<file path="config.mk">
export PLATFORM = sky130hd
export DESIGN_NAME = bcd_to_bin_seq
export DESIGN_NICKNAME = d
export VERILOG_FILES = /design/src/rtl/bcd_pkg.sv /design/src/rtl/bcd_rdd_step.sv /design/src/rtl/bcd_to_bin_seq.sv
export SDC_FILE = /design/constraint.sdc
export NUM_CORES = 1
export LEC_CHECK = 0
export ABC_AREA = 0
export ABC_CLOCK_PERIOD_IN_PS = 1900
export CORE_MARGIN = 3
export CORE_UTILIZATION = 57
export CTS_CLUSTER_SIZE = 25
export DETAILED_ROUTE_END_ITERATION = 8
export PLACE_DENSITY = 0.8
export SETUP_SLACK_MARGIN = 0.4
export SKIP_LAST_GASP = 1
export SYNTH_ARGS = -nofsm -noshare
export SYNTH_HDL_FRONTEND = slang
export SYNTH_HIERARCHICAL = 1
export SYNTH_SLANG_ARGS = --single-unit
</file>
<file path="constraint.sdc">
create_clock -name clk -period 1.9 [get_ports clk]
set_input_delay 0.285 -clock clk [delete_from_list [all_inputs] [get_ports clk]]
set_output_delay 0.285 -clock clk [all_outputs]
set_load 0.05 [all_outputs]
</file>
<file path="src/rtl/bcd_pkg.sv">
`default_nettype none
// ============================================================================
// Module  : bcd_pkg
// Brief   : Shared types and constants for the sequential BCD-to-binary path.
// Revision: 1.0 - initial release
// ============================================================================
package bcd_pkg;

    typedef enum logic [1:0] {
        IDLE = 2'd0,
        CONV = 2'd1,
        DONE = 2'd2
    } state_t;

    localparam int          BCD_DIGIT_W = 4;
    localparam logic [3:0]  DIGIT_MAX   = 4'd9;
    localparam logic [3:0]  CORR_THRESH = 4'd8;

    function automatic longint pow10(input int n);
        longint r;
        r = 1;
        for (int i = 0; i < n; i++) begin
            r = r * 10;
        end
        return r;
    endfunction

endpackage : bcd_pkg
`default_nettype wire

</file>
<file path="src/rtl/bcd_rdd_step.sv">
`default_nettype none
// ============================================================================
// Module  : bcd_rdd_step
// Brief   : One reverse double-dabble step: shift {bcd,bin} right, then -3 on
//           every shifted digit that reached 8 or more.
// Revision: 1.0 - initial release
// ============================================================================
module bcd_rdd_step
    import bcd_pkg::*;
#(
    parameter int DIGITS = 3,
    parameter int BIN_W  = 10
) (
    input  logic [BCD_DIGIT_W*DIGITS-1:0] bcd_in,
    input  logic [BIN_W-1:0]              bin_in,
    output logic [BCD_DIGIT_W*DIGITS-1:0] bcd_out,
    output logic [BIN_W-1:0]              bin_out
);

    localparam int c_bcd_w = BCD_DIGIT_W * DIGITS;

    logic [c_bcd_w-1:0] w_bcd_sh;

    assign w_bcd_sh = {1'b0, bcd_in[c_bcd_w-1:1]};
    assign bin_out  = {bcd_in[0], bin_in[BIN_W-1:1]};

    generate
        for (genvar g = 0; g < DIGITS; g++) begin : g_digit
            logic [BCD_DIGIT_W-1:0] w_dig;
            assign w_dig = w_bcd_sh[g*BCD_DIGIT_W +: BCD_DIGIT_W];
            // a digit of 8+ after halving means a borrowed ten became 16/2
            assign bcd_out[g*BCD_DIGIT_W +: BCD_DIGIT_W] =
                (w_dig >= CORR_THRESH) ? (w_dig - 4'd3) : w_dig;
        end
    endgenerate

endmodule : bcd_rdd_step
`default_nettype wire

</file>
<file path="src/rtl/bcd_to_bin_seq.sv">
`default_nettype none
// ============================================================================
// Module  : bcd_to_bin_seq
// Brief   : Sequential BCD-to-binary converter, one shift/correct per clock,
//           with start/busy/done handshake and non-decimal digit flag.
// Revision: 1.0 - initial release
// ============================================================================
module bcd_to_bin_seq
    import bcd_pkg::*;
#(
    parameter int DIGITS = 3,
    parameter int BIN_W  = 10
) (
    input  logic                          clk,
    input  logic                          rst_n,
    input  logic                          start_i,
    input  logic [BCD_DIGIT_W*DIGITS-1:0] bcd_i,
    output logic                          busy_o,
    output logic                          done_o,
    output logic                          err_o,
    output logic [BIN_W-1:0]              bin_o
);

    localparam int     c_bcd_w   = BCD_DIGIT_W * DIGITS;
    localparam int     c_cnt_w   = $clog2(BIN_W + 1);
    localparam longint c_dec_max = pow10(DIGITS) - 1;
    localparam longint c_bin_max = (longint'(1) << BIN_W) - 1;
    localparam logic [c_cnt_w-1:0] c_last = c_cnt_w'(BIN_W - 1);

    generate
        if (c_bin_max < c_dec_max) begin : g_bad_width
            $error("bcd_to_bin_seq: BIN_W too small for DIGITS");
        end
    endgenerate

    state_t               r_state;
    state_t               w_state_nxt;
    logic [c_bcd_w-1:0]   r_bcd_sr;
    logic [BIN_W-1:0]     r_bin_sr;
    logic [c_cnt_w-1:0]   r_cnt;
    logic                 r_err_pend;
    logic                 r_done;
    logic                 r_err;
    logic [BIN_W-1:0]     r_bin;
    logic [c_bcd_w-1:0]   w_bcd_step;
    logic [BIN_W-1:0]     w_bin_step;
    logic [DIGITS-1:0]    w_digit_bad;
    logic                 w_any_bad;
    logic                 w_accept;
    logic                 w_step;
    logic                 w_finish;

    generate
        for (genvar g = 0; g < DIGITS; g++) begin : g_valid
            assign w_digit_bad[g] = (bcd_i[g*BCD_DIGIT_W +: BCD_DIGIT_W] > DIGIT_MAX);
        end
    endgenerate

    assign w_any_bad = |w_digit_bad;

    bcd_rdd_step #(
        .DIGITS (DIGITS),
        .BIN_W  (BIN_W)
    ) u_step (
        .bcd_in  (r_bcd_sr),
        .bin_in  (r_bin_sr),
        .bcd_out (w_bcd_step),
        .bin_out (w_bin_step)
    );

    always_ff @(posedge clk or negedge rst_n) begin
        if (!rst_n) begin
            r_state <= IDLE;
        end else begin
            r_state <= w_state_nxt;
        end
    end

    always_comb begin
        w_state_nxt = r_state;
        w_accept    = 1'b0;
        w_step      = 1'b0;
        w_finish    = 1'b0;
        case (r_state)
            IDLE: begin
                if (start_i) begin
                    w_accept    = 1'b1;
                    w_state_nxt = w_any_bad ? DONE : CONV;
                end
            end
            CONV: begin
                w_step = 1'b1;
                if (r_cnt == c_last) begin
                    w_state_nxt = DONE;
                end
            end
            DONE: begin
                w_finish    = 1'b1;
                w_state_nxt = IDLE;
            end
            default: w_state_nxt = IDLE;
        endcase
    end

    always_ff @(posedge clk or negedge rst_n) begin
        if (!rst_n) begin
            r_bcd_sr   <= '0;
            r_bin_sr   <= '0;
            r_cnt      <= '0;
            r_err_pend <= 1'b0;
            r_done     <= 1'b0;
            r_err      <= 1'b0;
            r_bin      <= '0;
        end else begin
            r_done <= w_finish;
            if (w_accept) begin
                r_bcd_sr   <= bcd_i;
                r_bin_sr   <= '0;
                r_cnt      <= '0;
                r_err_pend <= w_any_bad;
            end else if (w_step) begin
                r_bcd_sr <= w_bcd_step;
                r_bin_sr <= w_bin_step;
                r_cnt    <= r_cnt + 1'b1;
            end
            // results are published only here so they stay stable between pulses
            if (w_finish) begin
                r_err <= r_err_pend;
                r_bin <= r_err_pend ? '0 : r_bin_sr;
            end
        end
    end

    assign busy_o = (r_state == CONV);
    assign done_o = r_done;
    assign err_o  = r_err;
    assign bin_o  = r_bin;

endmodule : bcd_to_bin_seq
`default_nettype wire

</file>
# == After elaboration in Yosys (flattened, before gate mapping) ==
# Index checks and enable logic that the tools add are counted.
# totals
regBits,41
mem_bits_rw,0
latchBits,0
mem_count,0
mem_bits_ro,0
inputBits,15
# op_classes
n_reduce_logical,4
n_shift,0
n_mul,0
addsub,4
n_eq_ne,5
div_mod_pow,0
n_bitwise,0
magnitude_cmp,6
mux,18
# ops
cell,count
10-bit two-way mux,3
12-bit two-way mux,2
4-bit two-way mux,5
4-bit greater-than comparator (second input constant),3
4-bit >= comparator (second input constant),2
4-bit by 2-bit subtractor with 4-bit output (second input constant),2
2-bit two-way mux,3
4-bit by 1-bit adder with 4-bit output (second input constant),1
4-bit == test (second input constant),1
3-bit by 4-bit >= comparator with 1-bit output (second input constant),1
1-bit two-way mux,4
2-bit one-hot mux with 2 select lines,1
3-bit by 2-bit subtractor with 4-bit output (second input constant),1
3-bit OR reduction,1
2-bit by 1-bit == test with 1-bit output (second input constant),1
2-bit == test (second input constant),1
2-bit zero test,1
2-bit by 1-bit inequality test with 1-bit output (second input constant),1
2-bit inequality test (second input constant),1
2-bit AND reduction,1
2-bit nonzero test,1

# == Longest topological paths before layout ==
# Gate-level depths: netlist of the first run.
# depth
ltp_word,5
depth_mapped,6
ltp_nobuf,6

# == Modules after synthesis ==
# Netlist of the first run, hierarchy kept.
# modules_own_cells
mod,area_each_um2,instances,cells_each
bcd_to_bin_seq,1735.4,1,177
bcd_rdd_step,261.5,1,37

# == Worst setup path after synthesis of the first run ==
# Ideal clock, no wire load.
# synth_timing
path_type,reg2out
from,reg r_state[1]
to,out busy_o
t_arrival_ns,1.048
path_buffers,1
setup_slack_ns,0.567
path_stages_with_launch,4
path_cell_list,dfrtp_1 > nand2b_2 > inv_2 > buf_2
# synth_via
elab_chain_len,1
# synth_rtl
element,line_no,rtl
from (decl),bcd_to_bin_seq.sv:36,state_t r_state;
from (signal assigned),bcd_to_bin_seq.sv:75,r_state <= w_state_nxt;
2-bit by 1-bit == test with 1-bit output,bcd_to_bin_seq.sv:134,assign busy_o = (r_state == CONV);
to (decl),bcd_to_bin_seq.sv:18,"output logic busy_o,"
# Every way passes these cells.

# == Worst setup path in the final report of the first run ==
# layout_timing
from,reg r_state[0]
to,out busy_o
# Same word-level chain as after synthesis.

==> results.yml, run 1 <==
outcome:
  run_status: "finished, final reports clean"
power:
  power_per_cell_area_nw_per_um2: 1280
  power.total_mw: 2.93
  p_leak_nw: 1.06
  max-vdd-ir-drop_v: 0.000712
placed_design:
  gp_routability_congestion: 0.704
  dpl.cell_count: 267
  port_buffers: 27
  dpl.hpwl_um: 2550
critical_path:
  path_max_fanout: 5
  timing.critical_path.from_type: "register"
  cp.arrival_ns: 1.11
  critical_path_cell_with_the_highest_stage_delay: "sky130_fd_sc_hd__dfrtp_2"
  path_delay_family: "flip-flops"
  worstPathCellList: "nand2b_4 > inv_8 > buf_12"
  critical_setup_path_class: "register to output port"
  slowest_delay_ns: 0.48
  setup.worst_path.end_class: "output port"
  crit_buf_inv: 2
  worstPathRequired_ns: 1.62
clocking:
  clock_path_buffers: 2
  cts-htree-levels: 2
  clock_sinks: 41
  cts_tree: "done"
  clock-root-buffer: "sky130_fd_sc_hd__clkbuf_4"
  clk_pin_slew_ns: 0.12
  clk_latency_ns: 0.34
  numCtsBuffers: 5
floorplan:
  ioPinCount: 28
  design.die.area_um2: 4250
  placeableCoreArea_um2: 3200
  initial_utilization_pct: 62.3
  placement_rows: 20
  floorplan.die.width_um: 65.2
  fp.dieH_um: 65.2
sta:
  worst_slew_margin_rel_pct: 66.6
  report.final.slew_viol_count: 0
  timing.final.crit_share_pct: 73.3
  timing.setup.tns_ns: 0
  period_minus_slack_ns: 1.39
  setup_viol: 0
  finalHoldViolCount: 0
  skew_ns: 0.00362
  worst_slew_pin_slew_ns: 0.501
  achievable-frequency_mhz: 718
  rsz0062_at_grt: "false"
routing:
  route.vias.total: 1466
  firstDrtPassIters: 4
  detail_route.wl_per_cell_um: 12.9
  remaining_drc_errors: 0
  highest_metal_used: "met4"
  detailedRoute.firstIterationViolations: 90
  vias_per_cell: 5.27
  routed_met2_length_um: 1940
  dr_wl_met3_um: 178
  antenna_left: 0
  wl_met1_um: 1450
  routed_wirelength_um: 3600
yosys:
  synthDominantAreaCellType: "sky130_fd_sc_hd__dfrtp_1"
  count_of_flip_flops_with_a_built_in_enable_after_synthesis: 0
  synthFlopType: "sky130_fd_sc_hd__dfrtp_1"
  yosysWarningCount: 6
  yosysSeqAreaShare_pct: 51.4
  synth.avg_cell_area_um2: 9.33
  postSynth.asyncResetShare_pct: 100
  netlist_area_um2: 2000
  synth.distinct_cells: 28
  postSynthCellCount: 214
  synth_commonest_cells: "sky130_fd_sc_hd__nand2_1 (58), sky130_fd_sc_hd__dfrtp_1 (41), sky130_fd_sc_hd__o21ai_0 (27)"
  yosysMostFrequentCell: "sky130_fd_sc_hd__nand2_1"
  synth_area_leaders: "sky130_fd_sc_hd__dfrtp_1 (51%), sky130_fd_sc_hd__nand2_1 (11%), sky130_fd_sc_hd__o21ai_0 (6.8%), sky130_fd_sc_hd__buf_4 (5.6%), sky130_fd_sc_hd__a22oi_1 (4.5%)"
  netlist.area_leader.share_pct: 51.4
  synth_seq_cells: 41
  synthesis.nets: 235
finish:
  final_standard_cell_utilization_of_the_core_pct: 71.5
  layout.nets: 254
  fin_cells: 278
  insertedDiodeCount: 0
  final_layout_size_suffix_gt1_share_pct: 15.4
  area_growth_syn_to_layout_pct: 14.7
global_routing:
  first_pass_grt_wire_length_um: 6180
  largest_net_degree_at_the_start_of_global_routing: 42
  grt_antenna_before_repair: 0
  global_route.overflow_total: 0
  grt_pass1_vias: 1382
  track_usage_pct: 19.1
worst_hold_path:
  hold_path.class: "register to register"
run:
  drv_cap: 0
[path summary, 6_finish.rpt]
check | start | endpoint | slack (ns) | cells after the start
max in group asynchronous | rst_n | r_state[0]$_DFFE_PN0P_ | 1.01 | 3
min in group asynchronous | rst_n | bin_o[8]$_DFFE_PN0P_ | 0.52 | 3
min | r_bcd_sr[0]$_DFFE_PN0P_ | r_bcd_sr[0]$_DFFE_PN0P_ | 0.49 | 2
max | r_state[0]$_DFFE_PN0P_ | busy_o | 0.51 | 3
max reg2reg | r_state[0]$_DFFE_PN0P_ | r_bcd_sr[4]$_DFFE_PN0P_ | 0.53 | 6
min reg2reg | r_bcd_sr[0]$_DFFE_PN0P_ | r_bcd_sr[0]$_DFFE_PN0P_ | 0.49 | 2
[placed cells by master (no fill, tap or decap), drive strengths merged]
cell,instances
a21oi,2
a22o,1
a22oi,12
buf,10
clkbuf,11
clkdlybuf4s15,6
clkdlybuf4s50,13
clkinv,2
clkinvlp,1
conb,1
dfrtp,41
dlygate4sd3,1
ha,6
inv,7
mux2,1
mux2i,1
nand2,58
nand2b,15
nand3,1
nand3b,2
nand4,2
nor2,2
nor2b,2
nor3b,1
o21a,1
o21ai,27
o21bai,1
o22ai,1
xnor2,3
xor2,2
[timing repair]
item                                    CTS  global route
gates cloned                              0             0
hold buffers                              1             0
endpoints found under the hold margin    41             0
resized for setup                        31            11
setup buffers                             2             0
endpoints found under the setup margin   13            19
[metal layers]
layer  GRT usage, %  vias to the layer above
met2           34.3                       38
met3           4.62                        4
li1               -                      724
met4           6.99                        0
met1           21.8                      700
met5              0                        -
[metrics by stage]
stage                     hold WS, ns  setup slack (ns)  instance area [µm²]
after floorplan               -0.0106             0.567                 2000
after global placement          0.364             0.255                 2220
after detailed placement        0.371             0.218                 2220
after CTS                       0.495             0.353                 2310
after global routing            0.518             0.427                 2290
final                           0.491             0.508                 2290
[layout make-up]
cell class | instances | area (µm²)
inverters | 7 | 33.8
flip-flops and latches | 41 | 1030
repair buffers | 36 | 323
multi-input cells | 142 | 797
well taps | 44 | 55.1
fillers | 261 | 912
clock buffers | 5 | 37.5
clock inverters | 3 | 17.5
[flip-flops by register name (all words and copies together), names as in the netlist]
name	count
r_cnt	4
bin_o	10
r_err_pend	1
r_bcd_sr	12
r_state	2
done_o	1
r_bin_sr	10
err_o	1
[worst reg2reg max path: cells and delay by family (launching register included)]
family | cells | cell delay [ns]
flops | 1 | 0.48
buf+inv | 3 | 0.41
compound gates | 1 | 0.20
simple gates | 2 | 0.19
[logic make-up after synthesis]
kind of cell	after synthesis	synth area share [%]
AND/OR/NAND/NOR	83	19.0
buffers and inverters	31	9.15
flip-flops	41	51.4
other	1	0.188
XOR/XNOR	5	2.19
multiplexers	2	1.07
adder cells (fa/ha/maj)	6	3.76
AO/OA/AOI/OAI	45	13.3
[power by group]
part	internal (mW)	switching, mW
registers	1.10	0.238
logic	0.489	0.691
clock network	0.140	0.268
total	1.73	1.20
No activity file was read; power rests on OpenSTA's default activity.
==> run 2: changes to the inputs <==
ABC_CLOCK_PERIOD_IN_PS = 1400   (was 1900)
CORE_UTILIZATION = 54   (was 57)
PLACE_DENSITY = 0.76   (was 0.8)
clock period = 1.4 ns   (was 1.9 ns; I/O delays follow)
==> results.yml, run 2 (synthesis gave the netlist of run 1 again) <==
clocking:
  clock_path_buffers: 2
  cts_tree: "done"
  clock_sinks: 41
  clk_latency_ns: 0.31
  cts-htree-levels: 2
  clock-root-buffer: "sky130_fd_sc_hd__clkbuf_8"
  numCtsBuffers: 5
  clk_pin_slew_ns: 0.09
finish:
  area_growth_syn_to_layout_pct: 60.2
  layout.nets: 292
  largest_reg_flops: 12
  final_layout_size_suffix_gt1_share_pct: 47.4
  largest_register: "r_bcd_sr"
  fin_cells: 318
  layout.cells.most_common_list: "sky130_fd_sc_hd__nand2_1 (40), sky130_fd_sc_hd__dfrtp_1 (39), sky130_fd_sc_hd__buf_4 (23), sky130_fd_sc_hd__nand2_2 (16), sky130_fd_sc_hd__buf_12 (16)"
  insertedDiodeCount: 0
  n_fill_cell: 108
  layout.cells.most_common: "sky130_fd_sc_hd__nand2_1"
global_routing:
  first_pass_grt_wire_length_um: 9920
  track_usage_pct: 31.4
  global_route_met2_utilization_pct: 53.3
  largest_net_degree_at_the_start_of_global_routing: 26
  grt_pass1_vias: 1907
  grt_antenna_before_repair: 0
  met1_usage_pct: 36.3
  gr_peak_layer: "met2"
  groute.layer.met3.usage_pct: 8.09
  global_route.overflow_total: 0
critical_path:
  worstPathRequired_ns: 1.57
  critical_path_cell_with_the_highest_stage_delay: "sky130_fd_sc_hd__dfrtp_2"
  critical_setup_path_class: "register to register"
  r2r_setup_slack_ns: -0.07
  setup.worst_path.end_class: "register"
  cp.arrival_ns: 1.64
  worstPathCellList: "buf_6 > nor3b_4 > buf_6 > buf_8 > nand2b_4 > mux2i_2"
  path_delay_family: "flip-flops"
  path_common_cell: "sky130_fd_sc_hd__buf_6"
  timing.critical_path.from_type: "register"
  slowest_delay_ns: 0.43
  r2r-end: "r_cnt[3]$_DFFE_PN0P_"
  path_max_fanout: 7
  r2r.worst_path.cells: 6
  critical_path.reg2reg.startpoint: "r_state[1]$_DFFE_PN0P_"
  crit_buf_inv: 3
sta:
  finalHoldViolCount: 0
  achievable-frequency_mhz: 682
  worst_slack_ns: -0.0671
  period_minus_slack_ns: 1.47
  rsz0062_at_grt: "true"
  skew_ns: 0.00616
  timing.final.crit_share_pct: 105
  timing.setup.tns_ns: -0.0833
  setup_viol: 2
  report.final.slew_viol_count: 0
floorplan:
  initial_utilization_pct: 58.0
  ioPinCount: 28
  design.die.area_um2: 4460
  placement_rows: 21
  placeableCoreArea_um2: 3440
  fp.dieH_um: 66.8
  floorplan.die.width_um: 66.8
routing:
  firstDrtPassIters: 5
  detailedRoute.firstIterationViolations: 280
  remaining_drc_errors: 0
  vias_per_cell: 6.35
  antenna_left: 0
  routed_wirelength_um: 7750
  route.vias.total: 2018
  detail_route.wl_per_cell_um: 24.4
placed_design:
  port_buffers: 27
  post-place-ws_ns: -0.160
  gp_routability_congestion: 0.802
  dpl.cell_count: 269
  dpl.hpwl_um: 2800
outcome:
  run_status: "complete, but fails checks"
  failed_checks: "negative setup slack"
worst_hold_path:
  hold_path.class: "input pin to asynchronous set/reset pin"
power:
  power.total_mw: 6.43
  max-vdd-ir-drop_v: 0.00159
  p_leak_nw: 1.44
  power_per_cell_area_nw_per_um2: 2010
run:
  drv_cap: 0
## run 2: cell types whose count changed in the layout (fill, tap and decap cells not counted), moves of 10 or more
cell                      previous run  this run
sky130_fd_sc_hd__nand2_1            58        40
sky130_fd_sc_hd__buf_12              1        16
sky130_fd_sc_hd__buf_4               8        23
sky130_fd_sc_hd__a22oi_1            12         1
sky130_fd_sc_hd__o21ai_0            27         2
sky130_fd_sc_hd__o21ai_2             0        14
sky130_fd_sc_hd__o21ai_1             0        11
sky130_fd_sc_hd__a22oi_2             0        11
sky130_fd_sc_hd__nand2_2             0        16
sky130_fd_sc_hd__buf_6               0        10
## run 2: how the worst max path moves through the flow
stage	endpoint	startpoint	cells after the start	slack, ns
floorplan	r_bcd_sr[1]$_DFFE_PN0P_	r_bcd_sr[2]$_DFFE_PN0P_	6	0.24
global placement	r_bcd_sr[5]$_DFFE_PN0P_	start_i	4	-0.13
detailed placement	r_bcd_sr[0]$_DFFE_PN0P_	start_i	4	-0.16
CTS	busy_o	r_state[1]$_DFFE_PN0P_	3	0.09
global route	r_cnt[3]$_DFFE_PN0P_	r_state[1]$_DFFE_PN0P_	6	-0.08
finish	r_cnt[3]$_DFFE_PN0P_	r_state[1]$_DFFE_PN0P_	6	-0.07
## run 2: routing by layer
layer,routed length (µm),up-vias
met2,3750,193
met3,912,56
met5,0,-
met1,2620,959
met4,463,0
li1,-,810
## run 2: worst register-to-register path, stage by stage (launching register included)
cell	delay, ns
sky130_fd_sc_hd__dfrtp_2	0.43
sky130_fd_sc_hd__buf_6	0.13
sky130_fd_sc_hd__nor3b_4	0.25
sky130_fd_sc_hd__buf_6	0.15
sky130_fd_sc_hd__buf_8	0.12
sky130_fd_sc_hd__nand2b_4	0.15
sky130_fd_sc_hd__mux2i_2	0.10
## run 2: final cells by class
class | instances | area, µm² | area share [%]
Clock inverter | 1 | 30.0 | 0.939
Timing Repair inverter | 1 | 8.76 | 0.274
Multi-Input combinational cell | 145 | 1080 | 33.9
Tap cell | 46 | 57.6 | 1.80
Inverter | 7 | 38.8 | 1.21
Sequential cell | 41 | 1030 | 32.2
Clock buffer | 7 | 86.3 | 2.70
Timing Repair Buffer | 70 | 865 | 27.0
## run 2: timing repair
| action | in CTS | in global routing |
|---|---|---|
| setup buffers | 23 | 10 |
| hold buffers | 1 | 0 |
| hold endpoints to repair | 16 | 0 |
| gates resized for setup | 65 | 32 |
| endpoints found under the setup margin | 53 | 54 |
| pin swaps | 43 | 23 |
| cloned | 7 | 0 |
## run 2: through the flow
step / hold WS, ns / util (%) / cell area, µm²
floorplan: -0.0856 / - / 2100
global placement: 0.155 / 70.4 / 2420
detailed placement: 0.162 / 70.4 / 2420
CTS: 0.389 / 87.2 / 3000
global route: 0.409 / 92.9 / 3200
finish: 0.373 / 92.9 / 3200
## run 2: where the power goes
| part | total (mW) | switching, mW | internal, mW |
|---|---|---|---|
| Clock | 1.04 | 0.453 | 0.582 |
| Combinational | 3.44 | 1.74 | 1.71 |
| Sequential | 1.95 | 0.453 | 1.50 |
| Total | 6.43 | 2.64 | 3.79 |
